### src/rtl/cde_ctrl_pkg.sv
// ============================================================================
// Module : cde_ctrl_pkg
// Brief  : Shared encodings for the credential datapath sequencing controller.
// Rev    : 1.0  initial release
// ============================================================================
`default_nettype none

package cde_ctrl_pkg;

    typedef enum logic [1:0] {
        OP_BOOT   = 2'd0,
        OP_LOOKUP = 2'd1,
        OP_ENROLL = 2'd2,
        OP_RSVD   = 2'd3
    } op_e;

    typedef enum logic [1:0] {
        ST_OK      = 2'd0,
        ST_NOMATCH = 2'd1,
        ST_FULL    = 2'd2,
        ST_ERR     = 2'd3
    } status_e;

    typedef enum logic [4:0] {
        S_IDLE  = 5'd0,
        S_B_RD  = 5'd1,
        S_B_LAT = 5'd2,
        S_B_WR  = 5'd3,
        S_LAT   = 5'd4,
        S_CAM   = 5'd5,
        S_CWAIT = 5'd6,
        S_RD    = 5'd7,
        S_PLAT  = 5'd8,
        S_DEC   = 5'd9,
        S_DWAIT = 5'd10,
        S_ACC   = 5'd11,
        S_KEY   = 5'd12,
        S_ENC   = 5'd13,
        S_EWAIT = 5'd14,
        S_OUT   = 5'd15,
        S_PREG  = 5'd16,
        S_WR    = 5'd17,
        S_RESP  = 5'd18
    } state_e;

    localparam int DP_CAM_START        = 0;
    localparam int DP_START_DEC        = 1;
    localparam int DP_START_ENC        = 2;
    localparam int DP_FLASH_PASS_REG   = 3;
    localparam int DP_FLASH_ACC_REG    = 4;
    localparam int DP_FLASH_OR_ACC_REG = 5;
    localparam int DP_FLASH_OR_ACC_SEL = 6;
    localparam int DP_PASS_ENC_REG     = 7;
    localparam int DP_NEW_OLD_PASS_SEL = 8;
    localparam int DP_PLAIN_REG        = 9;
    localparam int DP_LOCAL_MASTER_REG = 10;
    localparam int DP_LOCAL_MASTER_SEL = 11;
    localparam int DP_OUT_REG          = 12;
    localparam int DP_WRITE_EN         = 13;
    localparam int DP_BOOT_LOOD        = 14;

    localparam int          WAIT_W    = 10;
    localparam logic [9:0]  WDOG_LOAD = 10'd1023;

endpackage

`default_nettype wire

### src/rtl/cde_ctrl_if.sv
// ============================================================================
// Module : cde_ctrl_if
// Brief  : Command request / status response bundle of the cde controller.
// Rev    : 1.0  initial release
// ============================================================================
`default_nettype none

interface cde_ctrl_if #(
    parameter int ADDR_WIDTH = 4
);
    logic                  cmd_valid;
    logic [1:0]            cmd_op;
    logic                  cmd_ready;
    logic [ADDR_WIDTH:0]   boot_count;
    logic                  resp_valid;
    logic [1:0]            resp_status;

    modport master (
        output cmd_valid, cmd_op, boot_count,
        input  cmd_ready, resp_valid, resp_status
    );

    modport slave (
        input  cmd_valid, cmd_op, boot_count,
        output cmd_ready, resp_valid, resp_status
    );
endinterface

`default_nettype wire

### src/rtl/cde_ctrl_wait.sv
// ============================================================================
// Module : cde_ctrl_wait
// Brief  : Loadable down-counter that saturates at zero; flags zero.
// Rev    : 1.0  initial release
// ============================================================================
`default_nettype none

module cde_ctrl_wait #(
    parameter int WIDTH = 10
) (
    input  wire logic             clk,
    input  wire logic             rst,
    input  wire logic             load,
    input  wire logic [WIDTH-1:0] load_val,
    output logic                  zero
);
    logic [WIDTH-1:0] cnt_q, cnt_d;

    always_comb begin
        cnt_d = cnt_q;
        if (load)
            cnt_d = load_val;
        else if (cnt_q != '0)
            cnt_d = cnt_q - 1'b1;
    end

    always_ff @(posedge clk or negedge rst) begin
        if (!rst) cnt_q <= '0;
        else      cnt_q <= cnt_d;
    end

    assign zero = (cnt_q == '0);
endmodule

`default_nettype wire

### src/rtl/cde_ctrl.sv
// ============================================================================
// Module : cde_ctrl
// Brief  : Sequencer for CAM / AES credential datapath (BOOT, LOOKUP, ENROLL).
//          Optional DEC/ENC watchdog enabled by defining CDE_CTRL_TIMEOUT_EN.
// Rev    : 1.0  initial release
// ============================================================================
`default_nettype none

module cde_ctrl
    import cde_ctrl_pkg::*;
#(
    parameter int ADDR_WIDTH = 4,
    parameter int CAM_LAT    = 2
) (
    input  wire logic                  clk,
    input  wire logic                  rst,
    cde_ctrl_if.slave                  bus,
    input  wire logic                  match,
    input  wire logic                  dec_done,
    input  wire logic                  ready_encryption,
    output logic [15:0]                dp_ctrl,
    output logic [ADDR_WIDTH-1:0]      write_add,
    output logic                       flash_rd_en,
    output logic                       flash_wr_en,
    output logic [ADDR_WIDTH:0]        entry_cnt
);
    localparam logic [ADDR_WIDTH:0] CAPACITY = {1'b1, {ADDR_WIDTH{1'b0}}};

    state_e                  state_q, state_d;
    op_e                     op_q, op_d;
    logic [ADDR_WIDTH:0]     boot_cnt_q, boot_cnt_d;
    logic [ADDR_WIDTH-1:0]   idx_q, idx_d;
    logic                    clamp_q, clamp_d;
    logic [ADDR_WIDTH:0]     entry_cnt_q, entry_cnt_d;
    logic [15:0]             dp_ctrl_q, dp_ctrl_d;
    logic [ADDR_WIDTH-1:0]   write_add_q, write_add_d;
    logic                    flash_rd_en_q, flash_rd_en_d;
    logic                    flash_wr_en_q, flash_wr_en_d;
    logic                    resp_valid_q, resp_valid_d;
    status_e                 resp_status_q, resp_status_d;
    logic                    cmd_ready_q, cmd_ready_d;
    status_e                 status_d;
    logic                    wait_load;
    logic [WAIT_W-1:0]       wait_val;
    logic                    wait_zero;
    logic [ADDR_WIDTH:0]     idx_next;

    assign idx_next = {1'b0, idx_q} + 1'b1;

    cde_ctrl_wait #(.WIDTH(WAIT_W)) u_wait (
        .clk      (clk),
        .rst      (rst),
        .load     (wait_load),
        .load_val (wait_val),
        .zero     (wait_zero)
    );

    // Next state plus the registered (Moore) outputs belonging to that state.
    always_comb begin
        state_d     = state_q;
        op_d        = op_q;
        boot_cnt_d  = boot_cnt_q;
        idx_d       = idx_q;
        clamp_d     = clamp_q;
        entry_cnt_d = entry_cnt_q;
        status_d    = ST_OK;
        wait_load   = 1'b0;
        wait_val    = '0;

        case (state_q)
            S_IDLE: begin
                if (bus.cmd_valid && cmd_ready_q) begin
                    op_d = op_e'(bus.cmd_op);
                    case (op_e'(bus.cmd_op))
                        OP_BOOT: begin
                            entry_cnt_d = '0;
                            idx_d       = '0;
                            clamp_d     = (bus.boot_count > CAPACITY);
                            boot_cnt_d  = (bus.boot_count > CAPACITY) ? CAPACITY : bus.boot_count;
                            state_d     = (bus.boot_count == '0) ? S_RESP : S_B_RD;
                        end
                        OP_LOOKUP: state_d = S_LAT;
                        OP_ENROLL: begin
                            if (entry_cnt_q == CAPACITY) begin
                                state_d  = S_RESP;
                                status_d = ST_FULL;
                            end else begin
                                state_d = S_LAT;
                            end
                        end
                        default: begin
                            state_d  = S_RESP;
                            status_d = ST_ERR;
                        end
                    endcase
                end
            end
            S_B_RD:  state_d = S_B_LAT;
            S_B_LAT: state_d = S_B_WR;
            S_B_WR: begin
                if (idx_next == boot_cnt_q) begin
                    state_d     = S_RESP;
                    entry_cnt_d = boot_cnt_q;
                    status_d    = clamp_q ? ST_ERR : ST_OK;
                end else begin
                    idx_d   = idx_next[ADDR_WIDTH-1:0];
                    state_d = S_B_RD;
                end
            end
            S_LAT: begin
                state_d   = S_CAM;
                wait_load = 1'b1;
                wait_val  = WAIT_W'(CAM_LAT);
            end
            S_CAM: state_d = S_CWAIT;
            S_CWAIT: begin
                if (wait_zero) begin
                    if (op_q == OP_LOOKUP) begin
                        state_d  = match ? S_RD : S_RESP;
                        status_d = match ? ST_OK : ST_NOMATCH;
                    end else begin
                        state_d  = match ? S_RESP : S_ACC;
                        status_d = match ? ST_ERR : ST_OK;
                    end
                end
            end
            S_RD:   state_d = S_PLAT;
            S_PLAT: begin
                state_d = S_DEC;
`ifdef CDE_CTRL_TIMEOUT_EN
                wait_load = 1'b1;
                wait_val  = WDOG_LOAD;
`endif
            end
            // The start cycle itself never samples the done pulse.
            S_DEC: state_d = S_DWAIT;
            S_DWAIT: begin
                if (dec_done)
                    state_d = S_KEY;
`ifdef CDE_CTRL_TIMEOUT_EN
                else if (wait_zero) begin
                    state_d  = S_RESP;
                    status_d = ST_ERR;
                end
`endif
            end
            S_ACC: state_d = S_KEY;
            S_KEY: begin
                state_d = S_ENC;
`ifdef CDE_CTRL_TIMEOUT_EN
                wait_load = 1'b1;
                wait_val  = WDOG_LOAD;
`endif
            end
            S_ENC: state_d = S_EWAIT;
            S_EWAIT: begin
                if (ready_encryption)
                    state_d = (op_q == OP_LOOKUP) ? S_OUT : S_PREG;
`ifdef CDE_CTRL_TIMEOUT_EN
                else if (wait_zero) begin
                    state_d  = S_RESP;
                    status_d = ST_ERR;
                end
`endif
            end
            S_OUT:  state_d = S_RESP;
            S_PREG: state_d = S_WR;
            S_WR: begin
                state_d     = S_RESP;
                entry_cnt_d = entry_cnt_q + 1'b1;
            end
            S_RESP:  state_d = S_IDLE;
            default: state_d = S_IDLE;
        endcase

        dp_ctrl_d     = '0;
        write_add_d   = '0;
        flash_rd_en_d = 1'b0;
        flash_wr_en_d = 1'b0;

        // Selects are a function of the op and stay put for the whole sequence.
        if (state_d != S_IDLE && state_d != S_RESP) begin
            if (op_d == OP_LOOKUP) begin
                dp_ctrl_d[DP_FLASH_OR_ACC_SEL] = 1'b1;
                dp_ctrl_d[DP_BOOT_LOOD]        = 1'b1;
                dp_ctrl_d[DP_NEW_OLD_PASS_SEL] = 1'b1;
                dp_ctrl_d[DP_LOCAL_MASTER_SEL] = 1'b1;
            end else if (op_d == OP_ENROLL) begin
                dp_ctrl_d[DP_FLASH_OR_ACC_SEL] = 1'b1;
            end
        end

        case (state_d)
            S_B_RD: begin
                flash_rd_en_d = 1'b1;
                write_add_d   = idx_d;
            end
            S_B_LAT: dp_ctrl_d[DP_FLASH_OR_ACC_REG] = 1'b1;
            S_B_WR: begin
                dp_ctrl_d[DP_WRITE_EN] = 1'b1;
                write_add_d            = idx_d;
            end
            S_LAT:  dp_ctrl_d[DP_FLASH_OR_ACC_REG] = 1'b1;
            S_CAM:  dp_ctrl_d[DP_CAM_START]        = 1'b1;
            S_RD:   flash_rd_en_d                  = 1'b1;
            S_PLAT: dp_ctrl_d[DP_PASS_ENC_REG]     = 1'b1;
            S_DEC:  dp_ctrl_d[DP_START_DEC]        = 1'b1;
            S_ACC:  dp_ctrl_d[DP_FLASH_ACC_REG]    = 1'b1;
            S_KEY: begin
                dp_ctrl_d[DP_PLAIN_REG]        = 1'b1;
                dp_ctrl_d[DP_LOCAL_MASTER_REG] = 1'b1;
            end
            S_ENC:  dp_ctrl_d[DP_START_ENC]      = 1'b1;
            S_OUT:  dp_ctrl_d[DP_OUT_REG]        = 1'b1;
            S_PREG: dp_ctrl_d[DP_FLASH_PASS_REG] = 1'b1;
            S_WR: begin
                dp_ctrl_d[DP_WRITE_EN] = 1'b1;
                flash_wr_en_d          = 1'b1;
                write_add_d            = entry_cnt_q[ADDR_WIDTH-1:0];
            end
            default: ;
        endcase

        resp_valid_d  = (state_d == S_RESP);
        resp_status_d = (state_d == S_RESP) ? status_d : ST_OK;
        cmd_ready_d   = (state_d == S_IDLE);
    end

    always_ff @(posedge clk or negedge rst) begin
        if (!rst) begin
            state_q       <= S_IDLE;
            op_q          <= OP_BOOT;
            boot_cnt_q    <= '0;
            idx_q         <= '0;
            clamp_q       <= 1'b0;
            entry_cnt_q   <= '0;
            dp_ctrl_q     <= '0;
            write_add_q   <= '0;
            flash_rd_en_q <= 1'b0;
            flash_wr_en_q <= 1'b0;
            resp_valid_q  <= 1'b0;
            resp_status_q <= ST_OK;
            cmd_ready_q   <= 1'b1;
        end else begin
            state_q       <= state_d;
            op_q          <= op_d;
            boot_cnt_q    <= boot_cnt_d;
            idx_q         <= idx_d;
            clamp_q       <= clamp_d;
            entry_cnt_q   <= entry_cnt_d;
            dp_ctrl_q     <= dp_ctrl_d;
            write_add_q   <= write_add_d;
            flash_rd_en_q <= flash_rd_en_d;
            flash_wr_en_q <= flash_wr_en_d;
            resp_valid_q  <= resp_valid_d;
            resp_status_q <= resp_status_d;
            cmd_ready_q   <= cmd_ready_d;
        end
    end

    assign dp_ctrl         = dp_ctrl_q;
    assign write_add       = write_add_q;
    assign flash_rd_en     = flash_rd_en_q;
    assign flash_wr_en     = flash_wr_en_q;
    assign entry_cnt       = entry_cnt_q;
    assign bus.cmd_ready   = cmd_ready_q;
    assign bus.resp_valid  = resp_valid_q;
    assign bus.resp_status = resp_status_q;
endmodule

`default_nettype wire

### src/flat_wrapper.sv
// flat-port wrapper written by rule: the top's interface ports become plain ports
module cde_ctrl_flat import cde_ctrl_pkg::*;
#(
    parameter int ADDR_WIDTH = 4,
    parameter int CAM_LAT    = 2
)
  (clk, rst, match, dec_done, ready_encryption, dp_ctrl, write_add, flash_rd_en, flash_wr_en, entry_cnt, bus_cmd_valid, bus_cmd_op, bus_boot_count, bus_cmd_ready, bus_resp_valid, bus_resp_status);
  cde_ctrl_if #(.ADDR_WIDTH(ADDR_WIDTH)) bus_i ();
  input  wire logic clk;
  input  wire logic rst;
  input  wire logic match;
  input  wire logic dec_done;
  input  wire logic ready_encryption;
  output logic [15:0] dp_ctrl;
  output logic [ADDR_WIDTH-1:0] write_add;
  output logic flash_rd_en;
  output logic flash_wr_en;
  output logic [ADDR_WIDTH:0] entry_cnt;
  input wire logic [$bits(bus_i.cmd_valid)-1:0] bus_cmd_valid;
  input wire logic [$bits(bus_i.cmd_op)-1:0] bus_cmd_op;
  input wire logic [$bits(bus_i.boot_count)-1:0] bus_boot_count;
  output wire logic [$bits(bus_i.cmd_ready)-1:0] bus_cmd_ready;
  output wire logic [$bits(bus_i.resp_valid)-1:0] bus_resp_valid;
  output wire logic [$bits(bus_i.resp_status)-1:0] bus_resp_status;
  assign bus_i.cmd_valid = bus_cmd_valid;
  assign bus_i.cmd_op = bus_cmd_op;
  assign bus_i.boot_count = bus_boot_count;
  assign bus_cmd_ready = bus_i.cmd_ready;
  assign bus_resp_valid = bus_i.resp_valid;
  assign bus_resp_status = bus_i.resp_status;
  cde_ctrl #(.ADDR_WIDTH(ADDR_WIDTH), .CAM_LAT(CAM_LAT)) u_core (.clk(clk), .rst(rst), .bus(bus_i), .match(match), .dec_done(dec_done), .ready_encryption(ready_encryption), .dp_ctrl(dp_ctrl), .write_add(write_add), .flash_rd_en(flash_rd_en), .flash_wr_en(flash_wr_en), .entry_cnt(entry_cnt));
endmodule
### config.mk
export PLATFORM = sky130hd
export DESIGN_NAME = cde_ctrl_flat
export DESIGN_NICKNAME = d
export VERILOG_FILES = /design/src/rtl/cde_ctrl_pkg.sv /design/src/rtl/cde_ctrl_if.sv /design/src/rtl/cde_ctrl_wait.sv /design/src/rtl/cde_ctrl.sv /design/src/flat_wrapper.sv
export SDC_FILE = /design/constraint.sdc
export NUM_CORES = 1
export LEC_CHECK = 0
export CORE_ASPECT_RATIO = 1.4
export CORE_MARGIN = 5
export CORE_UTILIZATION = 30
export CTS_CLUSTER_DIAMETER = 80
export DETAILED_ROUTE_END_ITERATION = 8
export HOLD_SLACK_MARGIN = 0.12
export SLEW_MARGIN = 20
export SYNTH_ARGS = -nofsm -noshare
export SYNTH_HDL_FRONTEND = slang
export SYNTH_SLANG_ARGS = --single-unit
export TNS_END_PERCENT = 5
### constraint.sdc
create_clock -name clk -period 3.7 [get_ports clk]
set_clock_uncertainty 0.2 [all_clocks]
set_input_delay 0.37 -clock clk [delete_from_list [all_inputs] [get_ports clk]]
set_output_delay 0.37 -clock clk [all_outputs]
set_load 0.02 [all_outputs]
==> flow_summary.json <==
{
  "status": "complete, no violations",
  "crit_path_start_kind": "register",
  "start_util_pct": 30.6,
  "grt.overflow.total": 0,
  "tightest_slew_ns": 0.738,
  "fin_ws_ns": 0.536,
  "io_buffers": 42,
  "p_leak_nw": 1.59,
  "design.die.area_mm2": 0.0122,
  "clock-sinks": 54,
  "layout.nets": 375,
  "ys_ff_latch": 54,
  "cts_resized": 0,
  "synth_cell_type_count": 66,
  "cts_buffer_depth": 2,
  "rows": 43,
  "rsz0062_at_grt": "false",
  "arrival_ns": 3.17,
  "endpoint_kind": "register",
  "antenna_found_initial": 0,
  "final_cell_area_mm2": 0.00374,
  "synth_top_area_share_pct": 44.0,
  "drt_pass1_iterations": 4,
  "initialDrtViolationCount": 125,
  "synth.area.top_cells": "dfrtp_1 44%, nand2_1 3.4%, ha_1 3.3%",
  "clockRootBuffer": "clkbuf_16",
  "r2r_end": "u_core.bus.resp_status[0]",
  "power_density_mw_per_mm2": 778,
  "ioPinCount": 44,
  "drv_cap": 0,
  "gp_congestion": 0.854,
  "fin_crit_sh_pct": 85.5,
  "syn-num-nets": 334,
  "setup_viol": 0,
  "required_ns": 3.70,
  "finalNonFillerCells": 490,
  "dp_cells": 481,
  "syn_area_mm2": 0.00301,
  "critPathMaxFanout": 5,
  "hold_buffers": 1,
  "hold_depth": 1,
  "ys_seq_area_share_pct": 44.9,
  "worstRegToRegCells": 9,
  "dp_hpwl_mm": 5.97,
  "r2r_slack_ns": 0.54,
  "grt_usage_pct": 13.0,
  "fmax_ghz": 0.316,
  "clock_latency_ns": 0.29,
  "ir_drop_v": 0.000338,
  "synthToLayoutAreaGrowth_pct": 24.3,
  "postSynthAreaPerCell_um2": 9.62,
  "vias": 2483,
  "grt_pass1_wl_mm": 12.5,
  "fin_tns_setup_ns": 0,
  "fin_util_pct": 38.0,
  "coreArea_mm2": 0.00985,
  "synth_flop_cell": "dfrtp_1",
  "async_flop_share_pct": 100,
  "die_h_um": 129,
  "ant_nets": 0,
  "min_from": "u_core.op_q[0]",
  "slew_headroom_pct": 50.8,
  "avgViaCountPerCell": 5.07,
  "hold_ws_ns": 0.324,
  "wl_mm": 7.76,
  "nFillCells": 976,
  "hold_viol": 0,
  "cts_setup_buffers": 0,
  "synth_enable_flop_cells": 0,
  "synth_area_leader_cell": "dfrtp_1",
  "wire_per_inst_um": 15.8,
  "holdCritPathClass": "reg -> reg",
  "grt_pass1_vias": 2502,
  "grt_max_degree": 35,
  "place_area_mm2": 0.00356,
  "drc": 0,
  "cts_tree": "done",
  "fin_total_pwr_mw": 2.91,
  "numCtsBuffers": 5,
  "clk_pin_slew_ns": 0.08,
  "syn_inst": 313,
  "num_antenna_cells": 0,
  "synth_warnings": 0,
  "crit_type": "reg -> reg",
  "h-tree-depth": 2,
  "hold-path-endpoint": "u_core.op_q[0]",
  "dpl_worst_slack_ns": 0.514,
  "maxSlewViolCount": 0,
  "drive_gt1_share_pct": 11.3,
  "r2r-start": "u_core.u_wait.cnt_q[0]",
  "die_x_um": 94.7,
  "fin_crit_ns": 3.16
}
-- flip-flops by register name, summed over array words and instances, names as in the netlist --
name                    flops
u_core.bus.resp_valid       1
u_core.entry_cnt            5
u_core.u_wait.cnt_q        10
u_core.bus.resp_status      2
u_core.op_q                 2
u_core.clamp_q              1
u_core.flash_rd_en          1
u_core.write_add            4
u_core.bus.cmd_ready        1
u_core.boot_cnt_q           5
u_core.idx_q                4
u_core.state_q              5
u_core.dp_ctrl             12
u_core.flash_wr_en          1
-- cell type report --
cell class              count  area (um2)  share of cell area, %
inverters                  19        71.3                   1.90
clock buffers               5         125                   3.34
flip-flops and latches     54        1350                   36.1
repair buffers             51         485                   13.0
multi-input cells         223        1490                   39.9
well taps                 135         169                   4.51
clock inverters             3        47.5                   1.27
-- layout by cell type, fill, tap and decap left out, types with 10 or more instances in the layout --
| cell | instances |
|---|---|
| nand2b_1 | 10 |
| nor2_1 | 17 |
| nor3_1 | 13 |
| inv_1 | 18 |
| dfrtp_1 | 53 |
| o21ai_0 | 12 |
| nor2b_1 | 10 |
| a21oi_1 | 15 |
| nand3_1 | 13 |
| nand2_1 | 27 |
| clkdlybuf4s50_1 | 41 |
-- where the power goes --
part | leakage, nW | switching (mW) | total, mW | internal, mW
clock network | 0.0844 | 0.226 | 0.549 | 0.323
logic | 0.794 | 0.773 | 1.37 | 0.595
registers | 0.710 | 0.219 | 0.996 | 0.778
-- synth_stat cells (all sizes together) (4+ instances only) --
master,instances
nand2,27
nor3,14
ha,8
a31oi,5
nand3,13
o2bb2ai,4
clkbuf,11
a32o,5
o21ai,12
and3,5
dfrtp,53
nor4,4
a211oi,5
a21oi,15
nor2b,10
nor4b,5
nor2,17
buf,6
xnor2,8
inv,19
nand2b,10
-- worst max-delay path: stages, from the launching register on --
cell	delay, ns
dfrtp_1	0.40
inv_1	0.10
ha_1	0.22
or4b_4	0.51
or3_4	0.36
o211a_1	0.24
nor3_4	0.21
inv_2	0.09
or4b_4	0.56
a31oi_1	0.19
-- worst max-delay path by stage --
| stage | slack (ns) | to | startpoint | cells after the start |
|---|---|---|---|---|
| after floorplan | 0.78 | u_core.bus.resp_status[1] | u_core.u_wait.cnt_q[0] | 9 |
| after global placement | 0.57 | u_core.bus.resp_status[1] | bus_boot_count[0] | 8 |
| after detailed placement | 0.51 | u_core.bus.resp_status[0] | bus_boot_count[0] | 8 |
| after CTS | 0.53 | u_core.bus.resp_status[0] | u_core.u_wait.cnt_q[0] | 9 |
| after global routing | 0.42 | u_core.bus.resp_status[0] | u_core.u_wait.cnt_q[0] | 9 |
| final | 0.54 | u_core.bus.resp_status[0] | u_core.u_wait.cnt_q[0] | 9 |
-- layer usage --
| layer | vias to the layer above | track usage, % | share of wire (%) |
|---|---|---|---|
| met5 | - | 0 | 0 |
| met4 | 0 | 3.74 | 1.4 |
| met3 | 11 | 2.28 | 3.3 |
| met2 | 45 | 24.8 | 56 |
| met1 | 1218 | 14.6 | 39 |
| li1 | 1209 | - | - |
-- cell families (layout without fill, tap and decap cells) --
family | count (synthesis) | in the layout | synth area share (%)
mux | 5 | 5 | 1.79
xor+xnor | 10 | 10 | 2.91
compound gates | 69 | 69 | 16.2
flops | 54 | 54 | 44.9
buf+inv | 36 | 78 | 5.48
simple gates | 130 | 130 | 25.3
fa+ha+maj | 8 | 8 | 3.32
other cells | 1 | 1 | 0.125
Note: power is estimated with default switching activity, not from simulation.
